## src/rtl/float_div_seq.sv

```systemverilog
// Sequential floating-point divider: restoring shift-subtract mantissa loop,
// truncating normalisation, flush-to-zero and saturate-to-max-finite.
module float_div_seq #(
    parameter int N_mantisse = 23,
    parameter int N_exposant = 8,
    localparam int W = 1 + N_exposant + N_mantisse
) (
    input  logic         clk,
    input  logic         reset,
    input  logic         start,
    input  logic [W-1:0] op1,
    input  logic [W-1:0] op2,
    output logic         ready,
    output logic         done,
    output logic [W-1:0] result,
    output logic         div_by_zero
);
    localparam int NM = N_mantisse;
    localparam int NE = N_exposant;
    localparam int QW = NM + 2;
    localparam int EW = NE + 2;
    localparam int CW = $clog2(NM + 3);
    localparam logic signed [EW-1:0] BIAS   = EW'((2 ** (NE - 1)) - 1);
    localparam logic signed [EW-1:0] E_ONE  = EW'(1'b1);
    localparam logic signed [EW-1:0] E_ZERO = '0;
    localparam logic signed [EW-1:0] E_OVF  = EW'((2 ** NE) - 1);
    localparam logic [NE-1:0]        E_MAXF = NE'((2 ** NE) - 2);
    localparam logic [CW-1:0]        ITERS  = CW'(NM + 2);
    localparam logic [CW-1:0]        C_ONE  = CW'(1'b1);

    typedef enum logic [1:0] {IDLE = 2'd0, DIV = 2'd1, NORM = 2'd2} state_t;

    state_t                 state_r;
    logic                   sign_r;
    logic                   z1_r;
    logic                   z2_r;
    logic signed [EW-1:0]   e_r;
    logic [QW-1:0]          rem_r;
    logic [NM:0]            dv_r;
    logic [QW-1:0]          q_r;
    logic [CW-1:0]          cnt_r;

    logic [QW-1:0]          diff_s;
    logic                   ge_s;
    logic [NM-1:0]          mant_s;
    logic signed [EW-1:0]   exp_s;
    logic [W-1:0]           res_s;
    logic                   dbz_s;

    function automatic logic [W-1:0] pack_float(input logic s, input logic [NE-1:0] ex,
                                                input logic [NM-1:0] m);
        return {s, ex, m};
    endfunction

    // Trial subtraction for the current quotient bit.
    always_comb begin
        diff_s = rem_r - {1'b0, dv_r};
        ge_s   = (rem_r >= {1'b0, dv_r});
    end

    // Normalise the quotient and pick the special-case result, first match wins.
    always_comb begin
        mant_s = '0;
        exp_s  = e_r;
        res_s  = '0;
        dbz_s  = 1'b0;
        if (q_r[NM+1]) begin
            mant_s = q_r[NM:1];
            exp_s  = e_r;
        end else begin
            mant_s = q_r[NM-1:0];
            exp_s  = e_r - E_ONE;
        end
        if (z2_r) begin
            res_s = pack_float(sign_r, E_MAXF, '1);
            dbz_s = 1'b1;
        end else if (z1_r) begin
            res_s = pack_float(sign_r, '0, '0);
        end else if (exp_s <= E_ZERO) begin
            res_s = pack_float(sign_r, '0, '0);
        end else if (exp_s >= E_OVF) begin
            res_s = pack_float(sign_r, E_MAXF, '1);
        end else begin
            res_s = pack_float(sign_r, exp_s[NE-1:0], mant_s);
        end
    end

    // Control FSM, datapath registers and registered outputs.
    always_ff @(posedge clk or posedge reset) begin
        if (reset) begin
            state_r     <= IDLE;
            sign_r      <= 1'b0;
            z1_r        <= 1'b0;
            z2_r        <= 1'b0;
            e_r         <= '0;
            rem_r       <= '0;
            dv_r        <= '0;
            q_r         <= '0;
            cnt_r       <= '0;
            ready       <= 1'b1;
            done        <= 1'b0;
            result      <= '0;
            div_by_zero <= 1'b0;
        end else begin
            done <= 1'b0;
            case (state_r)
                IDLE: begin
                    if (start) begin
                        sign_r  <= op1[W-1] ^ op2[W-1];
                        z1_r    <= (op1[W-2 -: NE] == '0);
                        z2_r    <= (op2[W-2 -: NE] == '0);
                        e_r     <= $signed({2'b00, op1[W-2 -: NE]})
                                 - $signed({2'b00, op2[W-2 -: NE]}) + BIAS;
                        rem_r   <= {1'b0, 1'b1, op1[NM-1:0]};
                        dv_r    <= {1'b1, op2[NM-1:0]};
                        q_r     <= '0;
                        cnt_r   <= ITERS;
                        ready   <= 1'b0;
                        state_r <= DIV;
                    end
                end
                DIV: begin
                    // The remainder stays below twice the divisor, so the shift never overflows.
                    if (ge_s) begin
                        rem_r <= {diff_s[QW-2:0], 1'b0};
                        q_r   <= {q_r[QW-2:0], 1'b1};
                    end else begin
                        rem_r <= {rem_r[QW-2:0], 1'b0};
                        q_r   <= {q_r[QW-2:0], 1'b0};
                    end
                    cnt_r <= cnt_r - C_ONE;
                    if (cnt_r == C_ONE) begin
                        state_r <= NORM;
                    end
                end
                NORM: begin
                    result      <= res_s;
                    div_by_zero <= dbz_s;
                    done        <= 1'b1;
                    ready       <= 1'b1;
                    state_r     <= IDLE;
                end
                default: begin
                    state_r <= IDLE;
                    ready   <= 1'b1;
                end
            endcase
        end
    end
endmodule

```

## config.mk

```make
export PLATFORM = sky130hd
export DESIGN_NAME = float_div_seq
export DESIGN_NICKNAME = d
export VERILOG_FILES = /design/src/rtl/float_div_seq.sv
export SDC_FILE = /design/constraint.sdc
export NUM_CORES = 1
export LEC_CHECK = 0
export BUFFER_PORTS_ARGS = -buffer_cell sky130_fd_sc_hd__buf_2
export CAP_MARGIN = 0
export CORE_UTILIZATION = 58
export CTS_CLUSTER_SIZE = 30
export DETAILED_ROUTE_END_ITERATION = 10
export PLACE_DENSITY = 0.8
export SYNTH_ARGS = -nofsm -noshare
export SYNTH_HDL_FRONTEND = slang
export SYNTH_SLANG_ARGS = --single-unit
```

## constraint.sdc

```tcl
create_clock -name clk -period 4.77 [get_ports clk]
set_input_delay 0.954 -clock clk [delete_from_list [all_inputs] [get_ports clk]]
set_output_delay 0.954 -clock clk [all_outputs]
set_load 0.05 [all_outputs]
```

# ---- Yosys cells after proc, flatten, opt, wreduce, memory -nomap -nowiden
# Index checks and enable logic that the tools add are counted.
# W data, S select, Z words.
dict set report classes {
  n_eq_ne 5
  addsub 5
  n_lt_le_gt_ge 3
  n_mux 21
  n_reduce_logical 8
  bitwise_logic 2
}
# cell n
set op_table {}
lappend op_table {{$mux W31} 4}
lappend op_table {{$pmux W25 S2} 2}
lappend op_table {{$mux W25} 3}
lappend op_table {{$ge A25 B24 Y1} 1}
lappend op_table {{$sub A24 B24 Y24} 1}
lappend op_table {{$mux W23} 1}
lappend op_table {{$logic_not A8 Y1} 2}
lappend op_table {{$add A9 B8 Y10 const B} 1}
lappend op_table {{$ge A10 B9 Y1 const B} 1}
lappend op_table {{$le A10 B1 Y1 const B} 1}
lappend op_table {{$mux W10} 1}
lappend op_table {{$pmux W5 S2} 1}
lappend op_table {{$sub A10 B2 Y10 const B} 1}
lappend op_table {{$sub A8 B8 Y9} 1}
lappend op_table {{$reduce_and A2 Y1} 4}
lappend op_table {{$eq A5 B1 Y1 const B} 1}
lappend op_table {{$mux W5} 1}
lappend op_table {{$sub A5 B1 Y5 const B} 1}
lappend op_table {{$mux W1} 4}
lappend op_table {{$mux W2} 2}
lappend op_table {{$ne A2 B2 Y1 const B} 2}
lappend op_table {{$pmux W2 S2} 1}
lappend op_table {{$eq A2 B1 Y1 const B} 1}
lappend op_table {{$eq A2 B2 Y1 const B} 1}
lappend op_table {{other kinds (5)} 5}
dict set report totals {
  out_inout_bits 35
  reg_bits 129
  wordCells 57
  inputBits 67
}

# ---- Depth between registers and ports, before layout
dict set report logic_depth {
  word_depth 7
  depth_mapped 13
  mapped_depth_nobuf 13
}

# ---- Worst setup path after synthesis
# No wires, ideal clock.
dict set report synth_timing {
  path_type {input to register}
  start {input op1[23]}
  end {register e_r[8]}
  t_arrival_ns 2.935
  setup_ns 0.135
  stages 11
  setup_slack_ns 1.701
  required_ns 4.635
  path_buffers 0
  cell_sequence {inv_1 -> ha_1 -> inv_1 -> fa_1 -> inv_1 -> ha_1 -> nand2_1 -> or3_1 -> o311ai_0 -> xor2_1 -> o21ai_0}
}
dict set report synth_between {
  elab_chain_cells 2
}
# element line_no
set synth_rtl {}
lappend synth_rtl {{from (decl)} 11} ;# input logic [W-1:0] op1,
lappend synth_rtl {{$sub A8 B8 Y9} 113} ;# - $signed({2'b00, op2[W-2 -: NE]}) + BIAS;
lappend synth_rtl {{$add A9 B8 Y10} 113}
lappend synth_rtl {{to (signal assigned)} 112} ;# e_r <= $signed({2'b00, op1[W-2 -: NE]})
lappend synth_rtl {{to (decl)} 37} ;# logic signed [EW-1:0] e_r;
# Every way passes these cells.
# A chain may end at the register's enable or synchronous reset.

# ---- Final worst setup path
dict set report layout_timing {
  start {register rem_r[3]}
  end {register rem_r[20]}
}
dict set report layout_between {
  elab_chain_cells 3
  elab_cells_between_ends 4
  classes_between {add/sub: 1; order compare: 1; mux: 2}
}
# element line_no
set layout_rtl {}
lappend layout_rtl {{from (decl)} 38} ;# logic [QW-1:0] rem_r;
lappend layout_rtl {{from (signal assigned)} 114} ;# rem_r <= {1'b0, 1'b1, op1[NM-1:0]};
lappend layout_rtl {{from (signal assigned)} 125} ;# rem_r <= {diff_s[QW-2:0], 1'b0};
lappend layout_rtl {{from (signal assigned)} 128} ;# rem_r <= {rem_r[QW-2:0], 1'b0};
lappend layout_rtl {{$sub A24 B24 Y24 / $ge A25 B24 Y1 (equally long branches)} {57, 58}}
lappend layout_rtl {{$mux W25 (*)} 124} ;# if (ge_s) begin
lappend layout_rtl {{$pmux W25 S2 (*)} 106} ;# case (state_r)
# Mark *: on every way between the ends. The rest lies on a longest branch, timed or not.

==> run_results.csv <==
group,metric,value,unit
timing,clock_skew,7.742,ps
floorplan,die_w,114.7,µm
critical_path,crit_top_cell,"a21oi_1",
power_and_ir_drop,p_int,3.927,mW
synthesis,ys_seq_area_share,43.87,%
outcome,outcome,"finished clean",
timing,hold_ws,469.0,ps
clock_network,numClockSinks,129,
critical_path,path_buf_inv,1,
timing,period_share,81.87,%
synthesis,yosys.area.top_type,"dfrtp_1",
critical_path,crit_arrival,4150,ps
place,pre_cts_slack,910.7,ps
route,vias_per_cell,5.888,
layout,drive_gt1_share,18.12,%
clock_network,cts-buffers-inserted,17,
clock_network,clock-root-buffer,"clkbuf_16",
route,postRouteAntennaNets,0,
floorplan,dieArea,0.01315,mm²
power_and_ir_drop,switching_share,43.07,%
synthesis,synth_edf_count,0,
critical_path,critPathSlowestCell,"o21a_1",
grt,grt_overflow,0,
floorplan,io_pins,102,
critical_path,r2r_cells,11,
floorplan,row_count,40,
critical_path,cp_max_fo,16,
floorplan,die_y,114.7,µm
floorplan,initial_core_util,60.28,%
timing,hold_viol,0,
route,post_drt_wl_per_cell,15.91,µm
place,dp.cells,986,
power_and_ir_drop,leakagePower,4.170,nW
clock_network,ctsHoldBuffers,0,
route,first_iter_violations,494,
layout,final_cell_mix,"128 x dfrtp_1, 101 x buf_2, 90 x nand2_1",
grt,grt_pass1_wl,27680,µm
place,place_congestion,0.9434,
clock_network,clkLatencyLatePin,420,ps
timing,setup_viol,0,
critical_path,r2r_end,"rem_r[20]",
synthesis,synth_ff_type,"dfrtp_1",
layout,fin_area,0.008528,mm²
synthesis,ys_ff_latch,129,
synthesis,synth_area_per_cell,9.801,µm²
critical_path,worst-r2r-setup-slack,860,ps
critical_path,critical_path.max_stage_delay,800,ps
layout,nets,942,
clock_network,cts_setup_buffers,0,
power_and_ir_drop,p_per_area,808.8,mW/mm²
place,port_buffers,101,
synthesis,synth-async-reset-ratio,100.0,%
min_path,min_path_cells,2,
power_and_ir_drop,pwr-share-seq,27.7,%
route,drt-total-wl,16200,µm
min_path,hp-start,"dv_r[23]",
timing,rsz0062_at_grt,"false",
layout,mostFrequentLayoutCell,"dfrtp_1",
place,hpwl,11330,µm
timing,period_minus_slack,3905,ps
synthesis,syn_nets,856,
timing,setup_tns,0,ps
timing,drv_slew,0,
route,via_count,5994,
floorplan,coreArea,0.01221,mm²
power_and_ir_drop,pwr-share-comb,54.8,%
power_and_ir_drop,ir_worst_vdd,408.7,µV
job,cap_viol_max_count,0,
critical_path,startpoint_type,"register",
timing,worstMarginPinSlew,1296,ps
timing,max_freq,256.1,MHz
clock_network,clockBufferDepth,2,
min_path,worstHoldEndpoint,"dv_r[23]",
timing,timing.final.ws_setup,864.7,ps
synthesis,ys_warn_count,0,
synthesis,ys_types,57,
synthesis,synth_top_area_share,43.52,%
power_and_ir_drop,power_switching,2.971,mW
layout,fin_cells,1018,
critical_path,cp_top_family,"compound AO/OA/AOI/OAI gates",
grt,grt_usage,26.81,%
synthesis,synth_area,0.007361,mm²
timing,max_slew_margin,13.62,%
layout,n_antenna_cell,0,
layout,finish.utilization,69.84,%
synthesis,synth_area_leaders,"dfrtp_1 44%, ha_1 6.1%, mux2i_1 6.0%, nand2_1 4.6%, a221o_1 4.2%",
grt,grt_pass1_vias,5732,
power_and_ir_drop,p_clk_share,17.5,%
critical_path,cp_cell_sequence,"ha_1 -> a21o_1 -> a21oi_1 -> a21boi_0 -> o211ai_1 -> a21oi_1 -> a2111oi_0 -> o21a_1 -> buf_4 -> mux2i_1 -> a21oi_1",
clock_network,htreeDepth,4,
clock_network,cts_tree,"done",
grt,grt_max_degree,77,
critical_path,r2r_start,"rem_r[3]",
critical_path,endpoint_kind,"register",
route,drcViolationCount,0,
min_path,hp-class,"reg -> reg",
power_and_ir_drop,finalPower,6.897,mW
route,firstDrtPassIters,5,
grt,antenna_found_initial,0,
clock_network,cts.clk_slew.worst_paths,60,ps
layout,syn_to_final_growth,15.86,%
critical_path,crit_required,5020,ps
critical_path,critPathKind,"reg -> reg",
clock_network,cts_resized,0,
place,dpl_cell_area,0.007980,mm²
synthesis,syn_inst,751,
cell families (layout without fill, tap and decap cells):
logic type | count (synthesis) | after routing | synth area share (%)
AOI/OAI and AO/OA | 222 | 222 | 20.79
and+or+nand+nor | 184 | 184 | 12.36
DFF | 129 | 129 | 43.87
buffers and inverters | 91 | 190 | 5.116
muxes | 47 | 47 | 6.442
xor gates and xnor gates | 40 | 40 | 4.759
adders and majority gates | 38 | 38 | 6.663
worst max path at each step:
stage / start / to / slack [ps] / cells after the start
6_report: rem_r[3] / rem_r[20] / 860 / 11
5_1_grt: rem_r[3] / rem_r[21] / 480 / 11
4_1_cts: rem_r[3] / rem_r[18] / 910 / 11
3_5_place_dp: rem_r[3] / rem_r[19] / 910 / 11
3_3_place_gp: rem_r[3] / rem_r[16] / 1150 / 11
2_1_floorplan: reset / cnt_r[0] / 380 / 1
cell usage after synthesis, types with 3 or more instances:
cell and count:
nor3_1 9, mux2i_1 44, nor2b_1 9, o211ai_1 3, a21oi_1 39, a21boi_0 4, clkbuf_1 30, inv_1 50
a22o_1 25, and2_1 5, a22oi_1 5, nor2_1 21, nor4_1 7, a31oi_1 4, dfrtp_1 128, o21ai_0 56
o21a_1 3, and3_1 7, o22ai_1 17, buf_6 3, buf_4 3, xnor2_1 24, nand3_1 7, nand2b_1 9
or2_2 3, buf_1 4, ha_1 36, o21bai_1 5, nand2_1 90, mux2_2 3, a21o_1 17, or3_1 4
xor2_1 16, a221o_1 31
metal layers:
metal  up-vias  part of all wire (%)  GRT usage (%)
met5         -                     0              0
met4         0                   1.1          8.745
met3        17                   4.8          6.300
met2       165                    48          42.14
met1      2928                    46          36.69
li1       2884                     -              -
sequential cells by signal, summed over array words and instances (netlist names):
register / count
result: 32
e_r: 10
done: 1
cnt_r: 5
rem_r: 25
sign_r: 1
ready: 1
z1_r: 1
div_by_zero: 1
state_r: 2
dv_r: 24
z2_r: 1
q_r: 25
tightest hold or removal path, stage by stage (launching register included):
cell and delay [ps]:
dfrtp_1 320, inv_1 60, nand2_1 60
area by class of cell:
type | count | area, µm²
multi-input combinational | 531 | 3780
timing repair buffer | 108 | 570.5
clock inverter | 7 | 62.56
inverter | 50 | 190.2
fill | 952 | 3684
tap | 168 | 210.2
sequential | 129 | 3229
clock buffer | 25 | 485.5
power groups by stage:
stage	combinational [mW]	clock [mW]	sequential [mW]
4_1_cts	3.76	1.22	1.90
3_5_place_dp	3.71	0	1.92
2_1_floorplan	2.84	0	2.06
6_report	3.78	1.20	1.91
3_3_place_gp	3.61	0	1.88
5_1_grt	4.19	1.28	1.96
Note: power is estimated with default switching activity, not from simulation.
